$ cat config.mk
export PLATFORM = sky130hd
export DESIGN_NAME = cycle_counter_dump_ctrl_flat
export DESIGN_NICKNAME = d
export VERILOG_FILES = /design/src/rtl/cycle_counter_dump_ctrl_if.sv /design/src/rtl/cycle_counter_dump_ctrl.sv /design/src/flat_wrapper.sv
export SDC_FILE = /design/constraint.sdc
export NUM_CORES = 1
export LEC_CHECK = 0
export BUFFER_PORTS_ARGS = -buffer_cell sky130_fd_sc_hd__buf_2
export CELL_PAD_IN_SITES_DETAIL_PLACEMENT = 1
export CELL_PAD_IN_SITES_GLOBAL_PLACEMENT = 1
export CORE_MARGIN = 10
export CORE_UTILIZATION = 39
export DETAILED_ROUTE_END_ITERATION = 16
export GPL_ROUTABILITY_DRIVEN = 0
export GPL_TIMING_DRIVEN = 0
export PLACE_DENSITY_LB_ADDON = 0.1
export RECOVER_POWER = 25
export REMOVE_ABC_BUFFERS = 1
export SYNTH_ARGS = -nofsm -noshare
export SYNTH_HDL_FRONTEND = slang
export SYNTH_SLANG_ARGS = --single-unit
$ cat constraint.sdc
create_clock -name clk -period 4 [get_ports clk]
set_input_delay 0.4 -clock clk [delete_from_list [all_inputs] [get_ports clk]]
set_output_delay 0.4 -clock clk [all_outputs]
set_load 0.005 [all_outputs]
$ cat src/rtl/cycle_counter_dump_ctrl_if.sv
// Valid/ready stream carrying tagged counter words from the dump sequencer to the host path.
interface cycle_counter_dump_ctrl_if;
   logic        out_valid;
   logic        out_ready;
   logic [31:0] out_data;
   logic [8:0]  out_tag;
   logic        out_last;

   modport master (
      output out_valid,
      output out_data,
      output out_tag,
      output out_last,
      input  out_ready
   );

   modport slave (
      input  out_valid,
      input  out_data,
      input  out_tag,
      input  out_last,
      output out_ready
   );
endinterface

$ cat src/rtl/cycle_counter_dump_ctrl.sv
// Walks the per-layer counter bank (layer outer, type inner), waits out its read latency,
// and streams every captured word with its {layer,type} tag over a valid/ready port.
module cycle_counter_dump_ctrl #(
   parameter int unsigned MAX_LAYERS = 32,
   parameter int unsigned NUM_TYPES  = 7,
   parameter int unsigned READ_LAT   = 1
) (
   input  logic                       clk,
   input  logic                       rst,
   input  logic                       start,
   input  logic                       abort,
   input  logic [6:0]                 num_layers,
   input  logic [31:0]                cycle_data,
   output logic [5:0]                 layer_selc,
   output logic [2:0]                 layer_type,
   cycle_counter_dump_ctrl_if.master  out_if,
   output logic                       busy,
   output logic                       done
);

   localparam int unsigned WW     = (READ_LAT < 1) ? 1 : $clog2(READ_LAT + 1);
   localparam logic [6:0]  MAXL   = 7'(MAX_LAYERS);
   localparam logic [2:0]  LAST_T = 3'(NUM_TYPES - 1);

   typedef enum logic [2:0] {
      S_IDLE,
      S_SET,
      S_WAIT,
      S_CAPT,
      S_SEND,
      S_FIN
   } state_t;

   state_t          r_state;
   state_t          w_next;
   logic [6:0]      r_n;
   logic [5:0]      r_l;
   logic [2:0]      r_t;
   logic [WW-1:0]   r_wait;
   logic [5:0]      r_layer_selc;
   logic [2:0]      r_layer_type;
   logic            r_valid;
   logic [31:0]     r_data;
   logic [8:0]      r_tag;
   logic            r_last;
   logic            r_busy;
   logic            r_done;
   logic [6:0]      w_n_clamp;
   logic            w_is_last;

   assign w_n_clamp = (num_layers > MAXL) ? MAXL : num_layers;
   assign w_is_last = ({1'b0, r_l} == (r_n - 7'd1)) && (r_t == LAST_T);

   always_comb begin
      w_next = r_state;
      case (r_state)
         S_IDLE: begin
            if (start) begin
               w_next = (w_n_clamp == 7'd0) ? S_FIN : S_SET;
            end
         end
         S_SET: begin
            w_next = abort ? S_FIN : S_WAIT;
         end
         S_WAIT: begin
            if (abort) begin
               w_next = S_FIN;
            end else if (r_wait == '0) begin
               w_next = S_CAPT;
            end
         end
         S_CAPT: begin
            w_next = abort ? S_FIN : S_SEND;
         end
         S_SEND: begin
            // abort wins over a same-cycle handshake; the pending word is dropped
            if (abort) begin
               w_next = S_FIN;
            end else if (out_if.out_ready) begin
               w_next = r_last ? S_FIN : S_SET;
            end
         end
         S_FIN: begin
            w_next = S_IDLE;
         end
         default: begin
            w_next = S_IDLE;
         end
      endcase
   end

   always_ff @(posedge clk) begin
      if (rst) begin
         r_state      <= S_IDLE;
         r_n          <= '0;
         r_l          <= '0;
         r_t          <= '0;
         r_wait       <= '0;
         r_layer_selc <= '0;
         r_layer_type <= '0;
         r_valid      <= 1'b0;
         r_data       <= '0;
         r_tag        <= '0;
         r_last       <= 1'b0;
         r_busy       <= 1'b0;
         r_done       <= 1'b0;
      end else begin
         r_state <= w_next;
         r_busy  <= (w_next != S_IDLE);
         r_done  <= (w_next == S_FIN);
         case (r_state)
            S_IDLE: begin
               if (start) begin
                  r_n <= w_n_clamp;
                  r_l <= '0;
                  r_t <= '0;
               end
            end
            S_SET: begin
               r_layer_selc <= r_l;
               r_layer_type <= r_t;
               r_wait       <= WW'(READ_LAT);
            end
            S_WAIT: begin
               if (r_wait != '0) begin
                  r_wait <= r_wait - 1'b1;
               end
            end
            S_CAPT: begin
               if (!abort) begin
                  r_data  <= cycle_data;
                  r_tag   <= {r_l, r_t};
                  r_last  <= w_is_last;
                  r_valid <= 1'b1;
               end
            end
            S_SEND: begin
               if (abort) begin
                  r_valid <= 1'b0;
                  r_last  <= 1'b0;
               end else if (out_if.out_ready) begin
                  r_valid <= 1'b0;
                  r_last  <= 1'b0;
                  if (!r_last) begin
                     if (r_t == LAST_T) begin
                        r_t <= '0;
                        r_l <= r_l + 6'd1;
                     end else begin
                        r_t <= r_t + 3'd1;
                     end
                  end
               end
            end
            default: begin
            end
         endcase
      end
   end

   assign layer_selc       = r_layer_selc;
   assign layer_type       = r_layer_type;
   assign out_if.out_valid = r_valid;
   assign out_if.out_data  = r_data;
   assign out_if.out_tag   = r_tag;
   assign out_if.out_last  = r_last;
   assign busy             = r_busy;
   assign done             = r_done;

endmodule

$ cat src/flat_wrapper.sv
// flat-port wrapper written by rule: the top's interface ports become plain ports
module cycle_counter_dump_ctrl_flat 
#(
   parameter int unsigned MAX_LAYERS = 32,
   parameter int unsigned NUM_TYPES  = 7,
   parameter int unsigned READ_LAT   = 1
)
  (clk, rst, start, abort, num_layers, cycle_data, layer_selc, layer_type, busy, done, out_if_out_valid, out_if_out_data, out_if_out_tag, out_if_out_last, out_if_out_ready);
  cycle_counter_dump_ctrl_if out_if_i ();
  input  logic clk;
  input  logic rst;
  input  logic start;
  input  logic abort;
  input  logic [6:0] num_layers;
  input  logic [31:0] cycle_data;
  output logic [5:0] layer_selc;
  output logic [2:0] layer_type;
  output logic busy;
  output logic done;
  output wire logic [$bits(out_if_i.out_valid)-1:0] out_if_out_valid;
  output wire logic [$bits(out_if_i.out_data)-1:0] out_if_out_data;
  output wire logic [$bits(out_if_i.out_tag)-1:0] out_if_out_tag;
  output wire logic [$bits(out_if_i.out_last)-1:0] out_if_out_last;
  input wire logic [$bits(out_if_i.out_ready)-1:0] out_if_out_ready;
  assign out_if_out_valid = out_if_i.out_valid;
  assign out_if_out_data = out_if_i.out_data;
  assign out_if_out_tag = out_if_i.out_tag;
  assign out_if_out_last = out_if_i.out_last;
  assign out_if_i.out_ready = out_if_out_ready;
  cycle_counter_dump_ctrl #(.MAX_LAYERS(MAX_LAYERS), .NUM_TYPES(NUM_TYPES), .READ_LAT(READ_LAT)) u_core (.clk(clk), .rst(rst), .start(start), .abort(abort), .num_layers(num_layers), .cycle_data(cycle_data), .layer_selc(layer_selc), .layer_type(layer_type), .out_if(out_if_i), .busy(busy), .done(done));
endmodule
Yosys cells after proc, flatten, opt, wreduce, memory -nomap -nowiden
Cells that the tools add are included.

word-level totals
  flip-flop bits (word level) = 74
  logic and storage cells = 76
  output and inout bits = 54
  input bits = 44

cells by class
  bitwise logic cells = 1
  reductions and logical operators = 12
  add/sub/neg operators = 4
  mux-type cells = 31
  $lt $le $gt $ge = 1
  equal/unequal tests = 14

operator list
  operator                                            number
  2-to-1 mux 3 bit                                    13
  2-to-1 mux 6 bit                                    5
  case mux 3 bit (5 select lines)                     1
  case mux 6 bit (2 select lines)                     1
  != test 2 bit, second input constant                5
  == test 3 bit, second input constant                3
  == test 6 x 7 -> 1 bit                              1
  > comparator 7 x 6 -> 1 bit, second input constant  1
  zero test 7 bit                                     1
  2-to-1 mux 7 bit                                    1
  subtractor 7 x 1 -> 7 bit, second input constant    1
  adder 6 x 1 -> 6 bit, second input constant         1
  == test 3 x 2 -> 1 bit, second input constant       2
  2-to-1 mux 1 bit                                    6
  case mux 1 bit (2 select lines)                     3
  case mux 3 bit (2 select lines)                     1
  AND reduction 6 bit                                 1
  nonzero test 2 bit                                  3
  AND reduction 5 bit                                 1
  AND reduction 2 bit                                 2
  adder 3 x 1 -> 3 bit, second input constant         1
  == test 3 x 1 -> 1 bit, second input constant       1
  zero test 3 bit                                     1
  != test 3 bit, second input constant                1
  6 further kinds                                     6

Depth between registers and ports, before layout
Gate-level depths: netlist (run 1).

  depth in word-level cells = 7
  gate-level depth with buffers = 8
  mapped depth without buffers = 7

Least setup slack after synthesis (run 1)
No wires, ideal clock.

  path kind = flip-flop to flip-flop
  from = reg u_core.r_n[0]
  to = reg u_core.r_last (netlist: u_core.out_if.out_last)
  cell stages (with the launch flop) = 9
  required time = 3.928 ns
  path slack = 2.427 ns
  setup time = 0.072 ns
  buffers on the path = 1
  data arrival time = 1.501 ns
  cells stage by stage = dfxtp_1 inv_1 ha_1 clkbuf_1 xor2_1 o21ai_0 a21oi_1 nor4_1 a2bb2oi_1

between the ends
  word-level cells in the longest chain between the ends = 5

ends and longest elaborated chain
  item                             RTL line                        text
  start, declared                  cycle_counter_dump_ctrl.sv:36   logic [6:0] r_n;
  start signal, assigned           cycle_counter_dump_ctrl.sv:114  r_n <= w_n_clamp;
  subtractor 7 x 1 -> 7 bit        cycle_counter_dump_ctrl.sv:52   assign w_is_last = ({1'b0, r_l} == (r_n - 7'd1)) && (r_t == LAST_T);
  == test 6 x 7 -> 1 bit           cycle_counter_dump_ctrl.sv:52
  logical AND 1 bit                cycle_counter_dump_ctrl.sv:52
  2-to-1 mux 1 bit                 cycle_counter_dump_ctrl.sv:130  if (!abort) begin
  case mux 1 bit (2 select lines)  cycle_counter_dump_ctrl.sv:111  case (r_state)
  end signal, assigned             cycle_counter_dump_ctrl.sv:133  r_last <= w_is_last;
  end, declared                    cycle_counter_dump_ctrl.sv:45   logic r_last;

No other way between the ends. The select of a mux whose other input is x is not followed.
A chain may end at the register's enable or synchronous reset.

Worst setup path in the final report (run 1)
  from = reg u_core.r_state[0]
  to = reg u_core.r_last (netlist: u_core.out_if.out_last)

between the ends
  word-level cells in the longest chain between the ends = 3

ends and longest elaborated chain
  item                                                          RTL line                        text
  start, declared                                               cycle_counter_dump_ctrl.sv:34   state_t r_state;
  start signal, assigned                                        cycle_counter_dump_ctrl.sv:108  r_state <= w_next;
  == test 3 bit or == test 3 x 2 -> 1 bit (tied branches)       cycle_counter_dump_ctrl.sv:111
  != test 3 bit (no source line), or another cell as far along  n/a
  AND reduction 3 bit (no source line)                          n/a

Several ways; a longest one is shown, not always the timed one.

==> impl_results.rst, run 1 <==
.. list-table::
   :header-rows: 1

   * - Metric
     - Value
   * - Max VDD drop
     - 0.1992 mV
   * - Kind of critical path
     - reg2reg
   * - Worst max-slew margin expressed relative to the limit
     - about a fifth
   * - Post-synth cell types
     - 45
   * - Global routing usage summed across all routing layers
     - 14.53%
   * - Number of I/O pins
     - 98
   * - Number of storage elements in the synthesis netlist
     - between 70 and 80
   * - Overall overflow remaining after global route
     - 0
   * - Clk buf depth
     - 2
   * - Later-pin clock latency in the skew report
     - ~0.34 ns
   * - Leak
     - approximately 1.5 nW
   * - Type of destination of the critical path
     - flop
   * - Max-capacitance violation count
     - 0
   * - Max stage delay on crit path
     - roughly 0.76 ns
   * - Fin util
     - 49.35%
   * - Highest-count cells in the layout ignoring fill and taps
     - 96 x sky130_fd_sc_hd__nand2_1, 74 x sky130_fd_sc_hd__dfxtp_1, 70 x sky130_fd_sc_hd__buf_2, 51 x sky130_fd_sc_hd__a21oi_1, 28 x sky130_fd_sc_hd__clkbuf_1
   * - Post-synth EDFFs
     - 0
   * - Wire length of the first global-routing pass
     - 13,750 um
   * - Fraction of final layout cells sized beyond drive strength 1
     - slightly above 20%
   * - CP Launch Type
     - flop
   * - Combinational family with the most area after synthesis
     - simple AND/OR/NAND/NOR gates
   * - Cells resized by post-CTS repair
     - 0
   * - DP HPWL
     - 6209 um
   * - Number of endpoints failing setup at the final stage
     - 0
   * - Die Wd
     - ~110 um
   * - Cell chosen for the clock root
     - sky130_fd_sc_hd__clkbuf_8
   * - Inserted Clock Buffers
     - 9
   * - Final Cycle Share
     - between 60% and 70%
   * - Compound-Gate Fraction of Synth Area
     - between 10% and 20%
   * - Achievable Freq
     - 409.1 MHz
   * - Status
     - finished clean
   * - Vias in the first global route
     - 2,807
   * - Highest-delay cell along the critical path
     - sky130_fd_sc_hd__and3b_2
   * - Initial standard-cell utilization of the core
     - 39.71%
   * - DR vias/cell
     - 4.970
   * - Initial antenna violation count
     - 0
   * - Transition time at the pin with the least slew margin
     - 1.185 ns
   * - Setup bufs post-CTS
     - 0
   * - Row count
     - 32
   * - CTS hold repair buffers
     - 0
   * - Simple-Gate Fraction of Synth Area
     - approximately 23%
   * - Ys async rst share
     - 0%
   * - Xor-xnor portion of the synthesized cell area
     - 3.749%
   * - Power per cell area
     - 431.3 nW/um2
   * - Hold violation count in the final report
     - 0
   * - Die height
     - between 100 and 150 um
   * - Number of nets in the layout
     - 501
   * - Count of final max-slew check failures
     - 0
   * - Portion of netlist area occupied by mux cells
     - 3.626%
   * - Via count of the routed design
     - 2,793
   * - Die outline area
     - 11,720 um2
   * - Average detailed-routed wire length per instance
     - 15.47 um
   * - Register area share after synthesis
     - roughly 50%
   * - HP Class
     - in2reg
   * - RSZ-0062 raised after global routing
     - false
   * - Area grow syn2layout
     - 24.27%
   * - Remaining number of nets flagged by the antenna check after routing
     - 0
   * - Adder-Cell Fraction of Synth Area
     - under 10%
   * - Number of buffers inserted by port buffering
     - 97
   * - Residual DRC
     - 0
   * - Synthesized netlist cell count
     - 371
   * - Post-synth top flop
     - sky130_fd_sc_hd__dfxtp_1
   * - Worst-case clock skew
     - 0.009675 ns
   * - Average cell area after synthesis
     - 8.185 um2
   * - Clock-pin slew of the registers on the worst-case setup and hold paths
     - 0.08 ns
   * - Placeable Area
     - 7647 um2
   * - Routed WL
     - 8695 um
   * - Clock tree from TritonCTS
     - done
   * - Maximum number of pins on one net before global-route repair
     - 64
   * - Shortest clock period the worst path allows after layout
     - 2.444 ns
   * - Area of the mapped netlist
     - 3037 um2
   * - Layout fillers
     - 967
   * - Largest driver fanout on the critical path
     - 43
   * - Critical path data arrival time
     - 2.70 ns
   * - DRC marker count from the first detailed-route iteration
     - 85
   * - Count of antenna diodes in the layout
     - 0
   * - Critical path, cell by cell
     - and2b_2 > and3b_2 > nand3_1 > nor4_1 > a2bb2oi_1
   * - Pre-Repair DR Iteration Count
     - 4
   * - Count of yosys warnings during synthesis
     - 0
   * - Commonest non-fill, non-tap cell in the layout
     - sky130_fd_sc_hd__nand2_1
   * - Required time of the critical path
     - 4.26 ns
   * - Final TNS setup
     - 0 ns
   * - Num Clock Sinks
     - 74
   * - Maximum level of the CTS H-tree
     - 3
-- worst max-delay path: cells and delay by family (launching register included) --
kind | cells | cell delay (ns)
compound gates | 1 | 0.23
flops | 1 | 0.53
simple gates | 4 | 1.55
-- report_power, final --
group / internal, mW / switching, mW / total (mW)
clock network: 0.414 / 0.277 / 0.691
logic: 0.0696 / 0.0918 / 0.161
registers: 0.753 / 0.0217 / 0.775
-- per-stage QoR --
stage	instance area, um2	setup slack [ns]	hold WS, ns	std cells	power (mW)
2_1_floorplan	2917	1.809	0.4467	345	0.8849
3_3_place_gp	3530	0.8496	0.4383	544	0.9487
3_5_place_dp	3573	1.612	0.4449	546	0.9559
4_1_cts	3807	1.560	0.2687	562	1.651
5_1_grt	3774	1.416	0.2747	562	1.696
6_report	3774	1.556	0.2800	562	1.628
-- flip-flops by register name (all words and copies together) (netlist names), 3 cells and up --
| name | count |
|---|---|
| u_core.layer_selc | 6 |
| u_core.layer_type | 3 |
| u_core.out_if.out_data | 32 |
| u_core.out_if.out_tag | 9 |
| u_core.r_l | 6 |
| u_core.r_n | 7 |
| u_core.r_state | 3 |
| u_core.r_t | 3 |
-- layer usage --
| metal | share of wire, % | up-vias | track usage, % |
|---|---|---|---|
| li1 | - | 1404 | - |
| met1 | 42 | 1318 | 16.76 |
| met2 | 49 | 59 | 23.66 |
| met3 | 7.4 | 12 | 4.938 |
| met4 | 1.8 | 0 | 6.966 |
| met5 | 0 | - | 0 |
-- worst paths after layout --
kind                           endpoint  cells past startpoint                      from  slack (ns)
min          u_core.out_if.out_data[12]                      3            cycle_data[12]        0.28
max reg2reg      u_core.out_if.out_last                      5         u_core.r_state[0]        1.56
min reg2reg    u_core.out_if.out_tag[0]                      2  u_core.out_if.out_tag[0]        0.45
max              u_core.out_if.out_last                      5         u_core.r_state[0]        1.56
-- cell usage after synthesis (4+ instances only) --
cell,number,area (um2)
sky130_fd_sc_hd__nand3_1,4,20.02
sky130_fd_sc_hd__xnor2_1,7,61.31
sky130_fd_sc_hd__clkbuf_1,12,45.04
sky130_fd_sc_hd__inv_1,9,33.78
sky130_fd_sc_hd__mux2i_1,11,110.1
sky130_fd_sc_hd__nor2_1,27,101.4
sky130_fd_sc_hd__xor2_1,6,52.55
sky130_fd_sc_hd__nand2_1,96,360.4
sky130_fd_sc_hd__nor4_1,6,37.54
sky130_fd_sc_hd__a21oi_1,51,255.2
sky130_fd_sc_hd__nor3_1,6,30.03
sky130_fd_sc_hd__dfxtp_1,74,1481
sky130_fd_sc_hd__buf_2,12,60.06
sky130_fd_sc_hd__o21ai_0,10,50.05
-- final cells by class --
type                       instances  area (um2)  area share, %
clock inverter                     5       102.6          2.719
timing repair buffer              99       494.2          13.10
clock buffer                      11       131.4          3.481
inverter                           9       33.78         0.8952
sequential                        74        1481          39.26
tap                              102       127.6          3.382
multi-input combinational        262        1403          37.17
-- kinds of logic after synthesis --
| family | count (synthesis) |
|---|---|
| flops | 74 |
| buf+inv | 35 |
| fa+ha+maj | 3 |
| xor+xnor | 13 |
| simple gates | 156 |
| compound gates | 79 |
| mux | 11 |
No activity file was read; power rests on OpenSTA's default activity.
==> run 2: changes to the inputs <==
- CORE_UTILIZATION: 39 -> 33
- clock period: 4 -> 2.1 ns (I/O delays scaled with it)
==> impl_results.rst, run 2 (synthesized netlist as in run 1, its figures left out) <==
.. list-table::
   :header-rows: 1

   * - Metric
     - Value
   * - HP Class
     - in2reg (unchanged)
   * - Uppermost layer routed
     - met4 (unchanged)
   * - Number of buffers inserted by port buffering
     - 97 (unchanged)
   * - Fin util
     - 42.27% (was 49.35%)
   * - Die Wd
     - 115.9 um (was 108.2 um)
   * - Met2 routed wirelength
     - 4550 um (was 4225 um)
   * - Inserted Clock Buffers
     - 9 (unchanged)
   * - Clock tree from TritonCTS
     - done (unchanged)
   * - Area grow syn2layout
     - 23.16% (was 24.27%)
   * - Kind of critical path
     - reg2reg (unchanged)
   * - Hold violation count in the final report
     - 0 (unchanged)
   * - Vias in the first global route
     - 2,900 (was 2,807)
   * - CP Launch Type
     - flop (unchanged)
   * - Max-capacitance violation count
     - 0 (unchanged)
   * - Highest-count cells in the layout ignoring fill and taps
     - 96 x sky130_fd_sc_hd__nand2_1, 73 x sky130_fd_sc_hd__dfxtp_1, 71 x sky130_fd_sc_hd__buf_2, 51 x sky130_fd_sc_hd__a21oi_1, 27 x sky130_fd_sc_hd__nor2_1 (was 96 x sky130_fd_sc_hd__nand2_1, 74 x sky130_fd_sc_hd__dfxtp_1, 70 x sky130_fd_sc_hd__buf_2, 51 x sky130_fd_sc_hd__a21oi_1, 28 x sky130_fd_sc_hd__clkbuf_1)
   * - Average detailed-routed wire length per instance
     - 15.88 um (was 15.47 um)
   * - Worst-case clock skew
     - 0.01017 ns (was 0.009675 ns)
   * - DRC marker count from the first detailed-route iteration
     - 110 (was 85)
   * - Row count
     - 34 (was 32)
   * - RSZ-0062 raised after global routing
     - false (unchanged)
   * - Placeable Area
     - 8848 um2 (was 7647 um2)
   * - Layout fillers
     - 1,122 (was 967)
   * - Met3 WL
     - 545 um (was 640 um)
   * - Power per cell area
     - 760.8 nW/um2 (was 431.3 nW/um2)
   * - Area occupied by multi-input gates
     - 1423 um2 (was 1403 um2)
   * - Final critical-path setup slack
     - 0.1983 ns (was 1.556 ns)
   * - Clk buf depth
     - 2 (unchanged)
   * - Type of destination of the critical path
     - flop (unchanged)
   * - Residual DRC
     - 0 (unchanged)
   * - Cell chosen for the clock root
     - sky130_fd_sc_hd__clkbuf_8 (unchanged)
   * - Wire length of the first global-routing pass
     - 14,300 um (was 13,750 um)
   * - Worst max-slew margin expressed relative to the limit
     - 20.04% (was 21.01%)
   * - Count of antenna diodes in the layout
     - 0 (unchanged)
   * - Num Clock Sinks
     - 74 (unchanged)
   * - Initial antenna violation count
     - 0 (unchanged)
   * - Maximum level of the CTS H-tree
     - 3 (unchanged)
   * - Critical path data arrival time
     - 2.16 ns (was 2.70 ns)
   * - Final Cycle Share
     - 90.56% (was 61.11%)
   * - Count of final max-slew check failures
     - 0 (unchanged)
   * - Wl on met1
     - 3839 um (was 3675 um)
   * - Largest driver fanout on the critical path
     - 22 (was 43)
   * - Die height
     - 115.9 um (was 108.2 um)
   * - Number of nets in the layout
     - 502 (was 501)
   * - Maximum number of pins on one net before global-route repair
     - 64 (unchanged)
   * - Shortest clock period the worst path allows after layout
     - 1.902 ns (was 2.444 ns)
   * - Die outline area
     - 13,440 um2 (was 11,720 um2)
   * - DP HPWL
     - 6190 um (was 6209 um)
   * - Fraction of final layout cells sized beyond drive strength 1
     - 21.52% (was 20.43%)
   * - Initial standard-cell utilization of the core
     - 34.32% (was 39.71%)
   * - Pre-Repair DR Iteration Count
     - 4 (unchanged)
   * - Leak
     - 1.458 nW (was 1.470 nW)
   * - Remaining number of nets flagged by the antenna check after routing
     - 0 (unchanged)
   * - Pwr Total
     - 2.845 mW (was 1.628 mW)
   * - Routed WL
     - 9018 um (was 8695 um)
   * - Number of endpoints failing setup at the final stage
     - 0 (unchanged)
   * - Required time of the critical path
     - 2.36 ns (was 4.26 ns)
   * - Number of I/O pins
     - 98 (unchanged)
   * - Global routing usage summed across all routing layers
     - 13.17% (was 14.53%)
   * - Worst hold margin
     - 0.09138 ns (was 0.2800 ns)
   * - Status
     - finished clean (unchanged)
   * - DR vias/cell
     - 4.928 (was 4.970)
   * - Transition time at the pin with the least slew margin
     - 1.199 ns (was 1.185 ns)
   * - Achievable Freq
     - 525.8 MHz (was 409.1 MHz)
   * - Overall overflow remaining after global route
     - 0 (unchanged)
   * - Later-pin clock latency in the skew report
     - 0.34 ns (about the same)
   * - Via count of the routed design
     - 2,799 (was 2,793)
   * - Worst Setup Slack post-DPL
     - -0.2804 ns (was 1.612 ns)
   * - FF/Latch Area
     - 1483 um2 (was 1481 um2)
   * - Setup bufs post-CTS
     - 0 (unchanged)
   * - Max reg flops
     - 32 (unchanged)
   * - Max VDD drop
     - 0.2975 mV (was 0.1992 mV)
   * - Commonest non-fill, non-tap cell in the layout
     - sky130_fd_sc_hd__nand2_1 (unchanged)
   * - Clock-pin slew of the registers on the worst-case setup and hold paths
     - 0.08 ns (about the same)
==> run 2: cell types whose count changed in the layout (fill, tap and decap cells not counted), sizes merged <==
cell,previous run,this run
and3b,2,3
bufinv,3,1
clkinv,1,5
clkbuf,37,35
clkinvlp,1,0
==> run 2: per-layer routing <==
layer  vias up  global-route usage [%]
met3         6                   3.824
met1      1323                   15.30
met2        58                   22.45
met5         -                       0
li1       1412                       -
met4         0                   5.004
==> run 2: worst max-delay path, stage by stage (launching register included) <==
cell	delay [ns]
sky130_fd_sc_hd__dfxtp_1	0.41
sky130_fd_sc_hd__and2b_2	0.33
sky130_fd_sc_hd__and3b_4	0.43
sky130_fd_sc_hd__nand3_1	0.14
sky130_fd_sc_hd__nor4_2	0.30
sky130_fd_sc_hd__a2bb2oi_1	0.21
==> run 2: power breakdown <==
group          switching, mW  total [mW]  internal [mW]
Combinational          0.182       0.315          0.133
Sequential            0.0425        1.48           1.44
Clock                  0.516        1.05          0.536
Total                  0.740        2.85           2.10
==> run 2: timing repair <==
| action | CTS | global route |
|---|---|---|
| setup endpoints to repair | 10 | 1 |
| gates cloned | 0 | 1 |
| hold buffers | 0 | 0 |
| gates resized for setup | 4 | 0 |
==> run 2: final timing paths <==
check             cells past startpoint                          to  slack (ns)                  startpoint
setup / recovery                      5      u_core.out_if.out_last        0.20           u_core.r_state[2]
hold / removal                        3               u_core.r_n[2]        0.09               num_layers[2]
setup reg to reg                      5      u_core.out_if.out_last        0.20           u_core.r_state[2]
hold reg to reg                       2  u_core.out_if.out_data[15]        0.46  u_core.out_if.out_data[15]
==> run 2: layout make-up <==
type	count	share of cell area (%)
well taps	108	3.613
inverters	9	0.9033
repair buffers	99	12.91
flip-flops and latches	74	39.65
clock buffers	9	3.312
clock inverters	6	1.572
multi-input cells	263	38.04
==> run 2: per-stage QoR <==
stage	cells	cell area, um2	setup TNS (ns)
2_1_floorplan	345	2917	-0.09123
3_3_place_gp	550	3537	-26.31
3_5_place_dp	552	3568	-1.001
4_1_cts	567	3764	-0.02248
5_1_grt	568	3740	0
6_report	568	3740	0
